==> config.mk <==
export PLATFORM = sky130hd
export DESIGN_NAME = sram_arbiter
export DESIGN_NICKNAME = d
export VERILOG_FILES = /design/src/rtl/sram_arbiter.sv
export SDC_FILE = /design/constraint.sdc
export NUM_CORES = 1
export LEC_CHECK = 0
export BUFFER_PORTS_ARGS = -buffer_cell sky130_fd_sc_hd__buf_2
export CORE_AREA = 8 8 84 86
export DETAILED_ROUTE_END_ITERATION = 16
export DIE_AREA = 0 0 92 94
export PLACE_DENSITY = 0.82
export RECOVER_POWER = 100
export SLEW_MARGIN = 20
export SYNTH_ARGS = -nofsm -noshare
export SYNTH_HDL_FRONTEND = slang
export SYNTH_SLANG_ARGS = --single-unit
==> constraint.sdc <==
create_clock -name clk -period 1.3 [get_ports clk]
set_input_delay 0.065 -clock clk [delete_from_list [all_inputs] [get_ports clk]]
set_output_delay 0.065 -clock clk [all_outputs]
set_load 0.1 [all_outputs]
==> src/rtl/sram_arbiter.sv <==
// Round-robin arbiter sharing one single-port synchronous SRAM between two requesters.
// Read data is routed back to the issuing port exactly one cycle after acceptance.
module sram_arbiter #(
  parameter int unsigned DATA_LEN  = 32,
  parameter int unsigned N_ENTRIES = 1024,
  localparam int unsigned AW       = $clog2(N_ENTRIES)
) (
  input  logic                clk,
  input  logic                rst_n,

  input  logic                req_valid_0_i,
  output logic                req_ready_0_o,
  input  logic                req_we_0_i,
  input  logic [AW-1:0]       req_addr_0_i,
  input  logic [DATA_LEN-1:0] req_wdata_0_i,
  output logic                rsp_valid_0_o,
  output logic [DATA_LEN-1:0] rsp_rdata_0_o,

  input  logic                req_valid_1_i,
  output logic                req_ready_1_o,
  input  logic                req_we_1_i,
  input  logic [AW-1:0]       req_addr_1_i,
  input  logic [DATA_LEN-1:0] req_wdata_1_i,
  output logic                rsp_valid_1_o,
  output logic [DATA_LEN-1:0] rsp_rdata_1_o,

  output logic                sram_en_o,
  output logic                sram_we_o,
  output logic [AW-1:0]       sram_addr_o,
  output logic [DATA_LEN-1:0] sram_data_o,
  input  logic [DATA_LEN-1:0] sram_data_i
);

  logic last_grant_q, last_grant_d;
  logic rsp_pend_q, rsp_pend_d;
  logic rsp_port_q, rsp_port_d;

  logic gnt_valid;
  logic gnt_port;
  logic gnt_we;

  // Grants are suppressed while reset is held so nothing reaches the SRAM.
  always_comb begin
    gnt_valid = 1'b0;
    gnt_port  = 1'b0;
    if (rst_n) begin
      if (req_valid_0_i && req_valid_1_i) begin
        gnt_valid = 1'b1;
        gnt_port  = ~last_grant_q;
      end else if (req_valid_0_i) begin
        gnt_valid = 1'b1;
        gnt_port  = 1'b0;
      end else if (req_valid_1_i) begin
        gnt_valid = 1'b1;
        gnt_port  = 1'b1;
      end
    end
  end

  always_comb begin
    gnt_we        = gnt_port ? req_we_1_i : req_we_0_i;
    req_ready_0_o = gnt_valid & ~gnt_port;
    req_ready_1_o = gnt_valid & gnt_port;
    sram_en_o     = gnt_valid;
    sram_we_o     = gnt_valid & gnt_we;
    sram_addr_o   = '0;
    sram_data_o   = '0;
    if (gnt_valid) begin
      sram_addr_o = gnt_port ? req_addr_1_i : req_addr_0_i;
      sram_data_o = gnt_port ? req_wdata_1_i : req_wdata_0_i;
    end
  end

  always_comb begin
    last_grant_d = gnt_valid ? gnt_port : last_grant_q;
    rsp_pend_d   = gnt_valid & ~gnt_we;
    rsp_port_d   = (gnt_valid & ~gnt_we) ? gnt_port : rsp_port_q;
  end

  // Reset value 1 lets port 0 win the first contested cycle.
  always_ff @(posedge clk or negedge rst_n) begin
    if (!rst_n) begin
      last_grant_q <= 1'b1;
      rsp_pend_q   <= 1'b0;
      rsp_port_q   <= 1'b0;
    end else begin
      last_grant_q <= last_grant_d;
      rsp_pend_q   <= rsp_pend_d;
      rsp_port_q   <= rsp_port_d;
    end
  end

  always_comb begin
    rsp_valid_0_o = rst_n & rsp_pend_q & ~rsp_port_q;
    rsp_valid_1_o = rst_n & rsp_pend_q & rsp_port_q;
    rsp_rdata_0_o = rsp_valid_0_o ? sram_data_i : '0;
    rsp_rdata_1_o = rsp_valid_1_o ? sram_data_i : '0;
  end

endmodule

==> metrics.md, run 1 <==
| Metric | Value |
|---|---|
| Seq pwr share | 0.036 |
| Cell accounting for the most synthesized area | and2_1 |
| Vias in the first global route | 2887 |
| Power Density | 655.4 mW/mm² |
| Cells after Synth | 148 |
| WP data required | 1.24 ns |
| Layout area overhead | 351.8% |
| Flop2flop setup slack | -0.01 ns |
| Register area share after synthesis | 0.06689 |
| Status | finished with violations |
| Largest net degree at the start of global routing | 42 |
| Skew final | 0.003719 ns |
| Worst setup SP type | flop |
| Half-perimeter wire length after placement | 9.079 mm |
| Clk network pwr share | 0.086 |
| Final Hold Vio Count | 0 |
| Worst Setup EP | sram_data_o[0] |
| Die X | 92 µm |
| WL per Instance | 25.57 µm |
| Maximum vdd drop | 510.2 µV |
| Leakage power | 2.466 nW |
| Finished Layout Cells | 489 |
| CP max stage delay | 0.55 ns |
| Tot GR Track Use | 0.2745 |
| Crit Reg-Reg Endpoint | rsp_pend_q |
| Drc violations | 0 |
| Cells along the critical path | nand2_4, a31oi_4, buf_4, buf_4, a22o_2, buf_12 |
| Chip Height | 94 µm |
| Area after DPL | 0.004641 mm² |
| Endpoints failing setup | 113 |
| Switching Power | 1.869 mW |
| Violations in the final reports | setup timing |
| Slew headroom | 0.7692 |
| Syn Area/Cell | 7.710 µm² |
| Register area | 76.32 µm² |
| Die footprint | 0.008648 mm² |
| EDFF count, synth | 0 |
| R2r startpoint | last_grant_q |
| Fill cells | 220 |
| Synth area leaders | and2_1, a22o_1, buf_6 |
| CP Capture Type | output port |
| Vias | 2398 |
| Post-synth cell types | 23 |
| CP most frequent cell | buf_4 |
| Final WL | 12.50 mm |
| Nets | 536 |
| Initial Utilization | 0.1986 |
| Area of the multi-input gates | 0.001509 mm² |
| CP Launch Point | last_grant_q |
| Routability cong. | 0.7846 |
| Setup WS post-layout | -0.4318 ns |
| Cell Area, Synth | 0.001141 mm² |
| Worst slew pin tran | 0.3462 ns |
| WS Path Type | reg2out |
| Post-synth top flop | dfrtp_1 |
| Top-count cell post-synth | and2_1 |
| Combinational share of power | 0.879 |
| Skew-Pair Late Insertion Delay | 0.23 ns |
| Achievable frequency | 0.5774 GHz |
| Root buffer cell | clkbuf_8 |
| Fin crit period | 1.732 ns |
| RSZ-0062 raised after global routing | true |
| Crit share post-route | 1.332 |
| R2R cell count | 5 |
| Area of the core | 0.005746 mm² |
| Final Max Slew Viols | 0 |
| Slowest CP cell | dfstp_2 |
| Clock buffer depth | 2 |
| Cell internal pwr | 1.510 mW |
| #FFs+latches synth | 3 |
| Layout cells sized above 1 | 0.9613 |
| Ports | 234 |
| DRT iter0 DRCs | 64 |
| WHS Path Cells | 2 |
| Critical Path AT | 1.67 ns |
| Initial antenna violation count | 1 |
| Site Rows | 28 |
| Synth async-reset ratio | 1.000 |
| Drt first pass iters | 4 |
| Max-cap violations | 0 |
| Net Sw Frac | 0.5532 |
| H-tree depth | 1 |
| Tot Pwr | 3.379 mW |
| Warnings from Yosys | 0 |
| Vias per inst | 4.904 |
| Synth top area share | 0.3509 |
| Final global-route overflow total | 0 |
| Worst hold path type | in2reg |
| Routed Antenna Nets | 0 |
| Worst Path Max Fanout | 5 |
| CTS tree | done |
| Worst-path clk slew | 0.04 ns |
| First-pass GRT wire length | 18.17 mm |
| DP Cell Count | 457 |
| Synthesized net count | 270 |
| TritonCTS Buffers | 3 |
| Port Buf Inserts | 233 |
| Post-synth top cells | and2_1, a22o_1, buf_6, clkbuf_1, nand2_1 |
| Final instance area | 0.005155 mm² |
| Total clock sinks | 3 |
sequential cells by signal, summed over array words and instances, names as in the netlist:
signal and cells:
rsp_port_q 1, rsp_pend_q 1, last_grant_q 1
power by group through the flow:
stage	logic, mW	registers [mW]	clock network (mW)
6_report	2.97	0.120	0.289
5_1_grt	3.04	0.120	0.297
4_1_cts	2.95	0.118	0.283
3_5_place_dp	2.75	0.119	0
3_3_place_gp	2.70	0.117	0
2_1_floorplan	1.70	0.116	0
per-stage QoR:
stage                       util  hold slack [ns]  setup TNS, ns  worst slack (ns)
after detailed placement  0.8077          0.02560         -10.78           -0.3023
after global placement    0.8077          0.01351         -8.832           -0.2456
after floorplan                -          -0.2306         -8.371           -0.1868
final                     0.8972          0.09252         -36.52           -0.4318
after global routing      0.8972           0.1105         -39.58           -0.4644
after CTS                 0.8955           0.1046         -33.52           -0.4031
what timing repair did:
action | CTS | global route
setup endpoints to repair | 110 | 111
setup buffers | 13 | 8
hold buffers | 2 | 0
resized for setup | 43 | 14
pin swaps | 39 | 25
hold endpoints to repair | 3 | 0
gates cloned | 8 | 2
per-layer routing:
metal | vias up | wire (µm) | share of wire | global-route usage
met5 | - | 0 | 0 | 0
met4 | 0 | 225 | 0.018 | 0.06577
met3 | 18 | 1104 | 0.088 | 0.09193
met2 | 171 | 7033 | 0.56 | 0.5453
met1 | 1138 | 4139 | 0.33 | 0.2631
li1 | 1071 | - | - | -
cell type report:
class / instances / area share
Tap cell: 75 / 0.01820
Sequential cell: 3 / 0.01481
Multi-Input combinational cell: 126 / 0.2927
Antenna cell: 1 / 0.0004854
Timing Repair Buffer: 277 / 0.6600
Inverter: 3 / 0.005097
Clock buffer: 4 / 0.008738
placed cells by master (no fill, tap or decap), types with 2 or more instances in the layout:
cell           synthesis  layout
dfrtp_1                2       2
dlygate4sd3_1          0       2
o21ai_4                1       4
buf_12                 0     114
and2_4                 0      65
clkbuf_16              0       2
clkbuf_1               4       4
clkbuf_8               1       3
a21oi_4                0       3
nand2_1                4       4
a22o_4                 0      39
buf_2                  2     120
buf_16                 0       5
and3_4                 0       3
buf_6                  8       8
nand4_1                3       3
buf_4                  1      18
buf_8                  0       5
how the worst min path moves through the flow:
stage / from / endpoint / slack, ns
6_report: req_we_1_i / rsp_port_q / 0.09
2_1_floorplan: rst_n / rsp_pend_q / -0.23
4_1_cts: req_we_1_i / rsp_port_q / 0.10
3_3_place_gp: rst_n / rsp_pend_q / 0.01
5_1_grt: req_we_1_i / rsp_port_q / 0.11
3_5_place_dp: rst_n / rsp_port_q / 0.03
critical path, delay by kind of cell, from the launching register on:
family	cells	cell delay, ns
AND/OR/NAND/NOR	1	0.08
AO/OA/AOI/OAI	2	0.34
flip-flops	1	0.55
buffers and inverters	3	0.46
cells by family after synthesis:
group	count (synthesis)	share of synthesized area
AOI/OAI and AO/OA	49	0.3816
buffers and inverters	19	0.1294
DFF	3	0.06689
and+or+nand+nor	77	0.4221
Power figures use the tool's default switching activity.
==> run 2: changes to the inputs <==
- MAX_ROUTING_LAYER: unset -> met4
==> run 2 against run 1 <==
  * The run still ends with setup timing left
  * Global-route usage up 0.79 points
  * Largest cell class unchanged
  * Total power about the same
  * Clock power about the same
  * Clock skew down 0.00053 ns
  * Non-clock buffer count unchanged
  * Count of clock-buffer cells in the layout unchanged
  * Combinational power about the same
  * Design area down 0.15%
  * Flip-flop and latch count unchanged
  * Core utilization down 0.13 points
==> metrics.md, run 2 (same netlist as run 1, synthesis figures left out) <==
| Metric | Value |
|---|---|
| Status | finished with violations |
| Violations in the final reports | setup timing |
| R2R cell count | 5 |
| TritonCTS Buffers | 3 |
| Site Rows | 28 |
| Setup TNS | -36.27 ns |
| Crit share post-route | 1.329 |
| Leakage power | 2.465 nW |
| Final global-route overflow total | 0 |
| Worst setup SP type | flop |
| Vias in the first global route | 2894 |
| Final Util | 0.8959 |
| Initial antenna violation count | 1 |
| R2r startpoint | last_grant_q |
| Max-cap violations | 0 |
| WHS Path Cells | 2 |
| CP Capture Type | output port |
| Routed Antenna Nets | 0 |
| Half-perimeter wire length after placement | 9.079 mm |
| Initial Utilization | 0.1986 |
| Worst slew pin tran | 0.3472 ns |
| Flop2flop setup slack | 0.01 ns |
| Most frequent cells in the layout | buf_2, buf_12, and2_4, a22o_4, buf_4 |
| RSZ-0062 raised after global routing | true |
| Crit Reg-Reg Endpoint | rsp_pend_q |
| Clock buffer depth | 2 |
| Finished Layout Cells | 489 |
| Fill cells | 222 |
| First-pass GRT wire length | 18.12 mm |
| Area of the core | 0.005746 mm² |
| Met2 Track Usage GR | 0.5453 |
| Final instance area | 0.005147 mm² |
| Skew final | 0.003194 ns |
| WL per Instance | 25.57 µm |
| Achievable frequency | 0.5790 GHz |
| Final Hold Vio Count | 0 |
| Most Crowded Layer GR | met2 |
| Die footprint | 0.008648 mm² |
| Vias per inst | 4.892 |
| Ports | 234 |
| GRT met1 Usage | 0.2783 |
| Tot GR Track Use | 0.2823 |
| Layout cells sized above 1 | 0.9613 |
| DP Cell Count | 457 |
| Final WL | 12.50 mm |
| Chip Height | 94 µm |
| H-tree depth | 1 |
| Skew-Pair Late Insertion Delay | 0.23 ns |
| CTS tree | done |
| Die X | 92 µm |
| WP data required | 1.24 ns |
| WS Path Type | reg2out |
| Largest net degree at the start of global routing | 42 |
| Power Density | 656.1 mW/mm² |
| Biggest regs | last_grant_q: 1 flops, rsp_pend_q: 1 flops, rsp_port_q: 1 flops |
| Fin crit period | 1.727 ns |
| Endpoints failing setup | 111 |
| Setup WS post-layout | -0.4271 ns |
| Final Max Slew Viols | 0 |
| Drc violations | 0 |
| Nets | 536 |
| Layout area overhead | 351.1% |
| Routability cong. | 0.7955 |
| Maximum vdd drop | 511.2 µV |
| Worst Path Max Fanout | 5 |
| GR Util met3 | 0.06555 |
| HP Start | req_we_1_i |
| Slew headroom | 0.7686 |
| Worst-path clk slew | 0.03 ns |
| Commonest non-fill, non-tap cell in the layout | buf_2 |
| DRT iter0 DRCs | 90 |
| Drt first pass iters | 6 |
| Worst hold path type | in2reg |
| Root buffer cell | clkbuf_8 |
| Vias | 2392 |
| Hold EP | rsp_port_q |
| Total clock sinks | 3 |
| Port Buf Inserts | 233 |
| Area after DPL | 0.004641 mm² |
| Critical Path AT | 1.66 ns |
run 2: cell counts in the layout (fill, tap and decap cells not counted):
Identical to the previous run, type by type.
run 2: metal layers:
metal | part of all wire | up-vias | routed length (µm)
li1 | - | 1068 | -
met1 | 0.35 | 1143 | 4324
met2 | 0.56 | 167 | 7046
met3 | 0.075 | 14 | 935
met4 | 0.016 | 0 | 196
met5 | 0 | - | 0
run 2: through the flow:
stage	hold slack (ns)	power, mW	worst slack, ns
2_1_floorplan	-0.2306	1.816	-0.1868
3_3_place_gp	0.01351	2.813	-0.2456
3_5_place_dp	0.02560	2.872	-0.3023
4_1_cts	0.1046	3.352	-0.4031
5_1_grt	0.1106	3.455	-0.4586
6_report	0.09275	3.377	-0.4271
run 2: how the worst max path moves through the flow:
stage | start | end | slack, ns | cells past startpoint
after floorplan | last_grant_q | sram_addr_o[1] | -0.19 | 4
after global routing | last_grant_q | sram_data_o[29] | -0.46 | 6
after detailed placement | last_grant_q | sram_data_o[1] | -0.30 | 5
after CTS | last_grant_q | sram_addr_o[1] | -0.40 | 6
after global placement | last_grant_q | sram_data_o[0] | -0.25 | 5
final | last_grant_q | sram_data_o[0] | -0.43 | 6
run 2: area by class of cell:
| class | count | area (µm²) | share of cell area |
|---|---|---|---|
| Antenna cell | 1 | 2.502 | 0.0004861 |
| Multi-Input combinational cell | 126 | 1501 | 0.2917 |
| Timing Repair Buffer | 277 | 3402 | 0.6609 |
| Inverter | 3 | 26.28 | 0.005105 |
| Clock buffer | 4 | 45.04 | 0.008751 |
| Sequential cell | 3 | 76.32 | 0.01483 |
| Tap cell | 75 | 93.84 | 0.01823 |
run 2: repair_timing:
action | in CTS | in global routing
gates cloned | 8 | 2
resized for setup | 43 | 13
pin swaps | 39 | 23
endpoints found under the hold margin | 3 | 0
setup endpoints to repair | 110 | 111
hold buffers | 2 | 0
buffers inserted | 13 | 8
run 2: power by group:
group          leakage (nW)  switching [mW]  internal (mW)  total, mW
logic                  2.41            1.78           1.19       2.97
registers            0.0341          0.0118          0.108      0.120
clock network        0.0228          0.0783          0.211      0.289
run 2: critical path, stage by stage, from the launching register on:
cell     delay [ns]
dfstp_2        0.55
nand2_4        0.08
a31oi_4        0.17
buf_4          0.15
buf_4          0.14
a22o_2         0.16
buf_12         0.17
==> run 3: changes to the inputs <==
- BUFFER_PORTS_ARGS: -buffer_cell sky130_fd_sc_hd__buf_2 -> -buffer_cell sky130_fd_sc_hd__clkbuf_2
- REMOVE_ABC_BUFFERS: unset -> 1
==> run 3 against run 2 <==
  * The flow still finishes with violations (setup timing)
  * Clock power barely moved
  * Core utilization shrank 0.78 points
  * Hold slack better by 0.025 ns
  * Non-clock buffer count is 2 lower
  * Combinational power is essentially flat
  * Flip-flop and latch count unchanged
  * Sequential power barely moved
  * Count of clock-buffer cells in the layout stayed put
  * Via count is 4.3% higher
  * Die area is the same
  * Fmax down 5.0%
  * Sequential share of layout area is essentially flat
==> metrics.md, run 3 (same netlist as run 1, synthesis figures left out) <==
| Metric | Value |
|---|---|
| Endpoints failing setup | 112 |
| First-pass GRT wire length | 18.36 mm |
| CP Launch Point | last_grant_q |
| Drt first pass iters | 4 |
| Layout cells sized above 1 | 0.9465 |
| Worst Path Max Fanout | 5 |
| Initial Utilization | 0.1986 |
| Clock buffer depth | 2 |
| Final Max Slew Viols | 0 |
| Layout area overhead | 347.1% |
| WL per Instance | 28.96 µm |
| Skew final | 0.003639 ns |
| Port Buf Inserts | 233 |
| Chip Height | 94 µm |
| Wire length on met1 | 4.745 mm |
| Worst slew pin tran | 0.5366 ns |
| Tot GR Track Use | 0.2854 |
| Nets | 534 |
| Critical Path AT | 1.75 ns |
| Routed Antenna Nets | 0 |
| Largest net degree at the start of global routing | 42 |
| Site Rows | 28 |
| Setup TNS | -35.08 ns |
| CP Capture Type | output port |
| Drc violations | 0 |
| DRT iter0 DRCs | 70 |
| Final global-route overflow total | 0 |
| DR top layer | met4 |
| Area of the core | 0.005746 mm² |
| Crit share post-route | 1.398 |
| Tot Pwr | 3.407 mW |
| Root buffer cell | clkbuf_8 |
| Final WL | 14.08 mm |
| Violations in the final reports | setup timing |
| WL met3 | 1.123 mm |
| Worst setup SP type | flop |
| Ports | 234 |
| Final Util | 0.8881 |
| Total clock sinks | 3 |
| Status | finished with violations |
| Commonest non-fill, non-tap cell in the layout | clkbuf_2 |
| WS Path Type | reg2out |
| Worst-path clk slew | 0.03 ns |
| DR WL met2 | 7.574 mm |
| Vias | 2496 |
| Vias per inst | 5.136 |
| Die X | 92 µm |
| R2r startpoint | last_grant_q |
| Biggest regs | last_grant_q: 1 flops, rsp_pend_q: 1 flops, rsp_port_q: 1 flops |
| CTS tree | done |
| TritonCTS Buffers | 3 |
| Fin crit period | 1.818 ns |
| Initial antenna violation count | 0 |
| Skew-Pair Late Insertion Delay | 0.22 ns |
| Final Hold Vio Count | 0 |
| Maximum vdd drop | 643.3 µV |
| Slew headroom | 0.6423 |
| Leakage power | 2.485 nW |
| Max-cap violations | 0 |
| Worst hold path type | in2reg |
| Setup WS post-layout | -0.5175 ns |
| Half-perimeter wire length after placement | 8.943 mm |
| Vias in the first global route | 2844 |
| Routability cong. | 0.9089 |
| Ant. Diodes | 0 |
| Most frequent cells in the layout | clkbuf_2, buf_12, and2_4, a22o_4 |
| WP data required | 1.24 ns |
| HP Start | req_we_0_i |
| Power Density | 667.8 mW/mm² |
| RSZ-0062 raised after global routing | true |
| Die footprint | 0.008648 mm² |
| Achievable frequency | 0.5502 GHz |
| H-tree depth | 1 |
## run 3: stage by stage
| stage | hold slack, ns | instance area (µm²) | instances | setup WS [ns] |
|---|---|---|---|---|
| after floorplan | -0.2306 | 1005 | 132 | -1.413 |
| final | 0.1174 | 5102 | 486 | -0.5175 |
| after detailed placement | 0.1484 | 4094 | 453 | -0.2730 |
| after CTS | 0.1186 | 4996 | 485 | -0.4401 |
| after global routing | 0.1132 | 5102 | 486 | -0.5469 |
| after global placement | 0.1340 | 4094 | 453 | -0.2371 |
## run 3: worst paths after layout
| kind | endpoint | slack (ns) | depth (start not counted) |
|---|---|---|---|
| worst max-delay path | sram_data_o[6] | -0.52 | 6 |
| worst min-delay path | rsp_port_q | 0.12 | 3 |
| worst max register to register | rsp_port_q | -0.05 | 5 |
| worst min register to register | last_grant_q | 0.62 | 3 |
| max in group asynchronous | rsp_port_q | 0.38 | 3 |
| min in group asynchronous | rsp_pend_q | 0.76 | 3 |
## run 3: what timing repair did
action                                  CTS  global route
endpoints found under the setup margin  110           111
hold buffers                              1             0
resized for setup                       112            25
gates cloned                             10             7
pin swaps                                77             7
hold endpoints to repair                  3             0
setup buffers                            17             3
## run 3: area by class of cell
type                    instances  area (µm²)
clock buffers                   4       45.04
fillers                       207       643.1
inverters                       3       13.76
multi-input cells             126        1411
flip-flops and latches          3       76.32
well taps                      75       93.84
repair buffers                275        3462
## run 3: power by group
group	leakage (nW)	switching, mW	internal [mW]
clock	0.0228	0.0813	0.211
combinational	2.43	1.80	1.20
sequential	0.0341	0.0131	0.108
## run 3: critical path: stages (launching register included)
cell	delay [ns]
dfstp_2	0.56
nand2_4	0.08
a31oi_4	0.18
buf_6	0.17
buf_16	0.12
a22o_1	0.21
buf_12	0.20
## run 3: metal layers
layer / global-route usage / vias up
met4: 0.1034 / 0
met2: 0.5358 / 186
met1: 0.2751 / 1196
met3: 0.07594 / 44
met5: - / -
li1: - / 1070
